`config.mk`:
```
export PLATFORM = sky130hd
export DESIGN_NAME = reg_bank
export DESIGN_NICKNAME = d
export VERILOG_FILES = /design/src/rtl/reg_bank_pkg.sv /design/src/rtl/reg_bank_clr_ctrl.sv /design/src/rtl/reg_bank.sv
export SDC_FILE = /design/constraint.sdc
export NUM_CORES = 1
export LEC_CHECK = 0
export ABC_AREA = 1
export CORE_UTILIZATION = 40
export DETAILED_ROUTE_END_ITERATION = 10
export PLACE_DENSITY = 0.56
export SLEW_MARGIN = 15
export SYNTH_ARGS = -nofsm -noshare
export SYNTH_HDL_FRONTEND = slang
export SYNTH_SLANG_ARGS = --single-unit
```
`constraint.sdc`:
```
create_clock -name clk -period 2.3 [get_ports clk]
set_input_delay 0.345 -clock clk [delete_from_list [all_inputs] [get_ports clk]]
set_output_delay 0.345 -clock clk [all_outputs]
set_load 0.05 [all_outputs]
```
`src/rtl/reg_bank_pkg.sv`:
```
// rtl/reg_bank_pkg.sv - shared constants and state encodings for reg_bank
package reg_bank_pkg;

    localparam int DEFAULT_WIDTH = 16;

    localparam logic [0:0] ST_IDLE  = 1'b0;
    localparam logic [0:0] ST_CLEAR = 1'b1;

endpackage

```
`src/rtl/reg_bank_clr_ctrl.sv`:
```
// rtl/reg_bank_clr_ctrl.sv - clear sweep sequencer: FSM, entry pointer, terminal compare
module reg_bank_clr_ctrl
    import reg_bank_pkg::*;
#(
    parameter int DEPTH = 8,
    parameter int AW    = $clog2(DEPTH)
) (
    input  logic          clk,
    input  logic          rst_n,
    input  logic          clr_start,
    output logic          busy,
    output logic          clr_we,
    output logic [AW-1:0] clr_addr
);

    localparam logic [AW-1:0] LAST = AW'(DEPTH - 1);

    logic [0:0]    state;
    logic [AW-1:0] ptr;

    // Reset lands in CLEAR so the reset-less storage is swept before first use.
    always_ff @(posedge clk or negedge rst_n) begin
        if (!rst_n) begin
            state <= ST_CLEAR;
            ptr   <= '0;
        end else begin
            case (state)
                ST_IDLE: begin
                    if (clr_start) begin
                        state <= ST_CLEAR;
                        ptr   <= '0;
                    end
                end
                default: begin
                    if (ptr == LAST) begin
                        state <= ST_IDLE;
                        ptr   <= '0;
                    end else begin
                        ptr <= ptr + 1'b1;
                    end
                end
            endcase
        end
    end

    assign busy     = (state == ST_CLEAR);
    assign clr_we   = busy;
    assign clr_addr = ptr;

endmodule

```
`src/rtl/reg_bank.sv`:
```
// rtl/reg_bank.sv - DEPTH x WIDTH register bank, one write port, two read ports, clear sweep
module reg_bank
    import reg_bank_pkg::*;
#(
    parameter int                 WIDTH   = DEFAULT_WIDTH,
    parameter int                 DEPTH   = 8,
    localparam int                AW      = $clog2(DEPTH),
    parameter bit                 BYPASS  = 1'b1,
    parameter logic [WIDTH-1:0]   CLR_VAL = '0
) (
    input  logic             clk,
    input  logic             rst_n,
    input  logic             we,
    input  logic [AW-1:0]    waddr,
    input  logic [WIDTH-1:0] wdata,
    input  logic [AW-1:0]    raddr_a,
    output logic [WIDTH-1:0] rdata_a,
    input  logic [AW-1:0]    raddr_b,
    output logic [WIDTH-1:0] rdata_b,
    input  logic             clr_start,
    output logic             busy
);

    logic [WIDTH-1:0] mem [DEPTH];

    logic          clr_we;
    logic [AW-1:0] clr_addr;
    logic          wr_in_range;
    logic          a_in_range;
    logic          b_in_range;
    logic          wr_ok;

    reg_bank_clr_ctrl #(
        .DEPTH (DEPTH),
        .AW    (AW)
    ) u_clr_ctrl (
        .clk       (clk),
        .rst_n     (rst_n),
        .clr_start (clr_start),
        .busy      (busy),
        .clr_we    (clr_we),
        .clr_addr  (clr_addr)
    );

    // Range checks only exist when DEPTH leaves unused address codes.
    if (DEPTH == (1 << AW)) begin : g_pow2
        assign wr_in_range = 1'b1;
        assign a_in_range  = 1'b1;
        assign b_in_range  = 1'b1;
    end else begin : g_npow2
        localparam logic [AW:0] DEPTH_W = (AW + 1)'(DEPTH);
        assign wr_in_range = ({1'b0, waddr}   < DEPTH_W);
        assign a_in_range  = ({1'b0, raddr_a} < DEPTH_W);
        assign b_in_range  = ({1'b0, raddr_b} < DEPTH_W);
    end

    // A clear request in the same cycle wins over the user write.
    assign wr_ok = we && !busy && !clr_start && wr_in_range;

    always_ff @(posedge clk) begin
        if (clr_we) begin
            mem[clr_addr] <= CLR_VAL;
        end else if (wr_ok) begin
            mem[waddr] <= wdata;
        end
    end

    always_comb begin
        rdata_a = mem[raddr_a];
        if (busy) begin
            rdata_a = CLR_VAL;
        end else if (!a_in_range) begin
            rdata_a = '0;
        end else if (BYPASS && wr_ok && (waddr == raddr_a)) begin
            rdata_a = wdata;
        end
    end

    always_comb begin
        rdata_b = mem[raddr_b];
        if (busy) begin
            rdata_b = CLR_VAL;
        end else if (!b_in_range) begin
            rdata_b = '0;
        end else if (BYPASS && wr_ok && (waddr == raddr_b)) begin
            rdata_b = wdata;
        end
    end

endmodule

```
# Word level (Yosys, flattened, before mapping)

Memories as Yosys holds them, arrays and structs flattened.
Cells that the tools add are included.

Memories: 1
Bits in read-only memories: 0
Output and inout bits: 33
Input port bits: 29
Memory bits (writable): 128
Word-level logic and storage cells: 33
Bits in latches: 0
Flip-flop bits (word level): 4

Memories:

| memory | words | bits a word | read ports | clocked after memory_dff | write ports | line           | RTL |
|---|---|---|---|---|---|---|---|
| mem    | 8     | 16          | 2          | 0                        | 1           | reg_bank.sv:24 | `logic [WIDTH-1:0] mem [DEPTH];` |

Reductions and logical operators: 8
Multiply operators: 0
Equal/unequal tests: 3
Bitwise logic cells: 0
Shift operators: 0
Multiplexer cells: 18
Add/sub/neg operators: 1
Divide/modulo/power cells: 0
Magnitude comparators: 0

Operators with widths:

| operator                                     | number |
|---|---|
| two-way mux 16 bit                           | 5 |
| OR reduction 16 bit                          | 1 |
| two-way mux 3 bit                            | 4 |
| two-way mux 1 bit                            | 9 |
| equality test 3 bit                          | 2 |
| logical AND 1 bit                            | 4 |
| adder 3 x 1 -> 3 bit (second input constant) | 1 |
| equality test 3 bit (second input constant)  | 1 |
| logical NOT 1 bit                            | 2 |
| nonzero test 2 bit                           | 1 |

# Depth between registers and ports, before layout

Depth after elaboration: 8
Gate-level depth with buffers: 9
Mapped depth without buffers: 8

# Cells and area by module

From an unflattened synthesis, not the netlist that was laid out.

Cells, all modules: 926
Area, all modules: 7,548.5 µm²

By module, submodules not included:

| module            | area an instance (µm²) | times used | sequential area each (µm²) | cells each |
|---|---|---|---|---|
| reg_bank          | 7,365.8                | 1          | 3,843.7                    | 907 |
| reg_bank_clr_ctrl | 182.7                  | 1          | 101.3                      | 19 |

# Worst setup path before layout

No wires, ideal clock.

Path kind: reg2reg
Start point: reg u_clr_ctrl.state, in the netlist u_clr_ctrl.busy
End point: mem mem[0][0] (netlist name) (enable)
Buffers on the path: 0
Arrival time: 1.963 ns
Data required time: 1.912 ns
Stages on the path, launching flop included: 7
Setup time: 0.388 ns
Clock period less this slack: 2.352 ns
Path slack: -0.052 ns
Path through: dfstp_2 nor2_4 nand2_4 nand2_1 o21ai_0 nand2_1 nor2_1

Word-level cells in the longest chain between the ends: 8
Elaborated cells between the ends (all ways): 11
Those cells by class: mux: 7; reduce/logical: 4

RTL lines:

| item                                                                           | line                    | RTL |
|---|---|---|
| from (decl)                                                                    | reg_bank_clr_ctrl.sv:18 | `logic [0:0] state;` |
| from (signal assigned)                                                         | reg_bank_clr_ctrl.sv:24 | `state <= ST_CLEAR;` |
| from (signal assigned)                                                         | reg_bank_clr_ctrl.sv:30 | `state <= ST_CLEAR;` |
| from (signal assigned)                                                         | reg_bank_clr_ctrl.sv:36 | `state <= ST_IDLE;` |
| logical NOT 1 bit                                                              | reg_bank.sv:58          | `assign wr_ok = we && !busy && !clr_start && wr_in_range;` |
| logical AND 1 bit (2 in a row)                                                 | reg_bank.sv:58          |  |
| two-way mux 1 bit                                                              | reg_bank.sv:63          | `end else if (wr_ok) begin` |
| two-way mux 1 bit                                                              | reg_bank.sv:61          | `if (clr_we) begin` |
| two-way mux 1 bit (not written as such)                                        | reg_bank.sv:64          | `mem[waddr] <= wdata;` |
| OR reduction 16 bit (no source line)                                           | -                       |  |
| two-way mux 3 bit (no source line) / two-way mux 1 bit (equally long branches) | -                       |  |
| to (decl)                                                                      | reg_bank.sv:24          |  |

Several ways; a longest one is shown, not always the timed one.

# Final worst setup path

Start point: reg u_clr_ctrl.state, in the netlist u_clr_ctrl.busy
End point: out rdata_b[12]

Word-level cells in the longest chain between the ends: 6

RTL lines:

| item                           | line           | RTL |
|---|---|---|
| logical NOT 1 bit              | reg_bank.sv:58 |  |
| logical AND 1 bit (2 in a row) | reg_bank.sv:58 |  |
| logical AND 1 bit              | reg_bank.sv:85 | `end else if (BYPASS && wr_ok && (waddr == raddr_b)) begin` |
| two-way mux 16 bit             | reg_bank.sv:85 |  |
| two-way mux 16 bit *           | reg_bank.sv:81 | `if (busy) begin` |
| to (decl)                      | reg_bank.sv:19 | `output logic [WIDTH-1:0] rdata_b,` |

Mark *: on every way between the ends. The rest lies on a longest branch, timed or not.

==> flow_metrics.env <==
export IMPL_crit_chain="nor2_4 -> nand2_8 -> nor2_8 -> buf_4 -> nand3_1 -> nand2_1 -> nor2_2 -> buf_12"
export IMPL_synth_warnings=0
export IMPL_cts_sinks=132
export IMPL_synth_distinct_cells=27
export IMPL_startpoint="u_clr_ctrl.busy"
export IMPL_finalHoldViolations=0
export IMPL_clk_pin_slew_worst_paths_ps=60
export IMPL_hp_class="input port to async pin"
export IMPL_finish_utilization=0.546
export IMPL_cp_top_family="flip-flops"
export IMPL_num_antenna_cells=0
export IMPL_synth_area_per_cell_sq_um=8.15
export IMPL_antenna_found_initial=0
export IMPL_cts_made_buffers=17
export IMPL_yosys_area_top_type_share=0.515
export IMPL_period_minus_slack_ps=2230
export IMPL_synth_area_leader_cell="edfxtp_1"
export IMPL_postRouteWirelength_microns=23900
export IMPL_min_period_over_period=0.972
export IMPL_met1_usage=0.353
export IMPL_fin_skew_ps=5.25
export IMPL_critPathRequiredTime_ps=1960
export IMPL_area_delta_synth_final_pct=32.7
export IMPL_synth_common_cells="nand2_1, nand3_1, edfxtp_1"
export IMPL_grt_ovfl_total=0
export IMPL_routed_via_density=5.39
export IMPL_use_met2=0.415
export IMPL_cp_depth=8
export IMPL_crit_type="register to output pin"
export IMPL_met3_usage=0.0511
export IMPL_grt_pass1_vias=6512
export IMPL_outcome="complete, but fails checks"
export IMPL_dieHeight_microns=139
export IMPL_dr_pass1_iters=9
export IMPL_core_area_sq_um=18100
export IMPL_max_freq_mhz=447
export IMPL_endpoint="rdata_b[12]"
export IMPL_grt_start_max_net_pins=56
export IMPL_slowest_delay_ps=590
export IMPL_final_instance_count_excl_fill=1260
export IMPL_finalSetupViolations=0
export IMPL_synth_edf_count=128
export IMPL_drive_gt1_frac=0.219
export IMPL_failed_checks="design-rule violations"
export IMPL_gp_congestion=0.880
export IMPL_rsz0062_at_grt="yes"
export IMPL_clk_latency_ps=420
export IMPL_end_kind="output pin"
export IMPL_grt_total_usage=0.260
export IMPL_synthCells=916
export IMPL_die_x_microns=139
export IMPL_maxSlewViolCount=0
export IMPL_tightest_slew_ps=486
export IMPL_timing_rr_end="mem[5][12]"
export IMPL_maxSlewHeadroom=0.675
export IMPL_ir_worst_vdd_mv=0.617
export IMPL_cts_root_buf="clkbuf_16"
export IMPL_critPathArrivalTime_ps=1890
export IMPL_drt_iter0_drc=522
export IMPL_crit_path_max_fanout=6
export IMPL_hpwl_microns=15200
export IMPL_synthFlopType="edfxtp_1"
export IMPL_cts_hold_buf=0
export IMPL_p_leak_nw=4.15
export IMPL_htreeDepth=4
export IMPL_r2r_cells=8
export IMPL_ant_nets=0
export IMPL_fill_cells=1675
export IMPL_netlist_area_sq_um=7460
export IMPL_cts_buffer_depth=2
export IMPL_yosys_cell_count_top_type="nand2_1"
export IMPL_r2r_start="u_clr_ctrl.busy"
export IMPL_start_kind="register"
export IMPL_ys_seq_elements=132
export IMPL_port_buffers=61
export IMPL_drv_cap=0
export IMPL_drc=6
export IMPL_synth_area_leaders="edfxtp_1, nand2_1, nand3_1"
export IMPL_syn_nets=947
export IMPL_wl_per_cell_microns=19.0
export IMPL_start_util=0.411
export IMPL_busiest_layer="met2"
export IMPL_r2r_slack_ps=320
export IMPL_via_count=6787
export IMPL_worst_path_max_delay_cell="dfstp_2"
export IMPL_async_flop_share=0.0303
export IMPL_critPathBufInv=2
export IMPL_ys_seq_area_frac=0.529
export IMPL_fp_row_count=49
export IMPL_io_pins=62
export IMPL_final_nets=1049
export IMPL_grt_pass1_wl_microns=37500
export IMPL_cts_tree="done"
export IMPL_power_density_nw_per_um2=992
export IMPL_dp_cells=1222
export IMPL_dieArea_sq_um=19200
==> kinds of logic after synthesis <==
kind of cell,count (synthesis),synth area share
AND/OR/NAND/NOR,684,0.401
flip-flops,132,0.529
buffers and inverters,91,0.0604
AO/OA/AOI/OAI,7,0.00637
adder cells (fa/ha/maj),2,0.00335
==> where the power goes <==
group / switching, mW / internal (mW) / leakage, nW
Clock: 1.08 / 1.50 / 0.263
Combinational: 2.25 / 1.38 / 2.63
Sequential: 0.265 / 3.37 / 1.25
Total: 3.59 / 6.24 / 4.15
==> area by class of cell <==
cell class                 count  area [sq um]  area share
sequential                   132          3950       0.398
timing repair inverter         1          11.3     0.00114
clock buffer                  18           429      0.0433
inverter                      34           153      0.0154
tap                          229           287      0.0289
clock inverter                14           129      0.0130
multi-input combinational    693          3200       0.323
timing repair buffer         139          1750       0.177
==> flip-flops by register name (all words and copies together), names as in the netlist <==
register	cells
u_clr_ctrl.busy	1
u_clr_ctrl.clr_addr	3
mem	128
==> cell usage in the layout, fill, tap and decap left out, types with 3 or more instances in the layout <==
master | Yosys | final
inv_1 | 27 | 25
buf_4 | 8 | 58
inv_6 | 0 | 3
nand2_2 | 3 | 5
nor2_4 | 3 | 12
dlymetal6s2s_1 | 0 | 3
clkdlybuf4s50_1 | 0 | 20
dlygate4sd2_1 | 0 | 4
o21ai_0 | 3 | 3
clkbuf_16 | 0 | 17
clkinvlp_4 | 0 | 4
nor2_2 | 30 | 48
inv_2 | 5 | 7
dfrtp_1 | 3 | 3
buf_12 | 0 | 51
nor2_1 | 70 | 43
nand2_1 | 360 | 358
nand3_1 | 212 | 212
edfxtp_1 | 128 | 128
==> worst register-to-register path, cell delays in order, from the launching register on <==
cell and delay [ps]:
dfstp_2 590, nor2_4 60, nand2_8 100, buf_4 170, nand2_1 100, o21ai_2 70, nand2_1 160, nor2_2 210
buf_12 210
==> per-stage QoR <==
stage / worst slack, ps / hold WS [ps] / total power, mW / cell area [sq um] / TNS, ps
2_1_floorplan: -51.7 / 49.4 / 5.52 / 7460 / -5070
3_3_place_gp: -96.5 / 521 / 7.19 / 9170 / -615
3_5_place_dp: -92.0 / 511 / 7.21 / 9170 / -933
4_1_cts: 0.0677 / 114 / 9.82 / 9800 / 0
5_1_grt: -11.2 / 130 / 10.3 / 9910 / -11.4
6_report: 65.1 / 125 / 9.83 / 9910 / 0
==> metal layers <==
| metal | share of wire | vias to the layer above |
|---|---|---|
| met5 | 0 | - |
| li1 | - | 3241 |
| met3 | 0.072 | 47 |
| met1 | 0.44 | 3189 |
| met2 | 0.47 | 310 |
| met4 | 0.025 | 0 |
==> worst min-delay path by stage <==
stage / start / end / cells past startpoint
after global placement: u_clr_ctrl.clr_addr[0] / u_clr_ctrl.clr_addr[0] / 1
after global routing: rst_n / u_clr_ctrl.clr_addr[0] / 1
after CTS: rst_n / u_clr_ctrl.clr_addr[0] / 1
final: rst_n / u_clr_ctrl.clr_addr[0] / 1
after floorplan: rst_n / u_clr_ctrl.clr_addr[0] / 0
after detailed placement: u_clr_ctrl.clr_addr[0] / u_clr_ctrl.clr_addr[0] / 1
==> what timing repair did <==
item                       CTS  global route
cloned                       0             1
resized for setup           18            24
pin swaps                    3            10
setup endpoints to repair   32            32
buffers inserted             2             3
(Power assumes the default switching activity.)
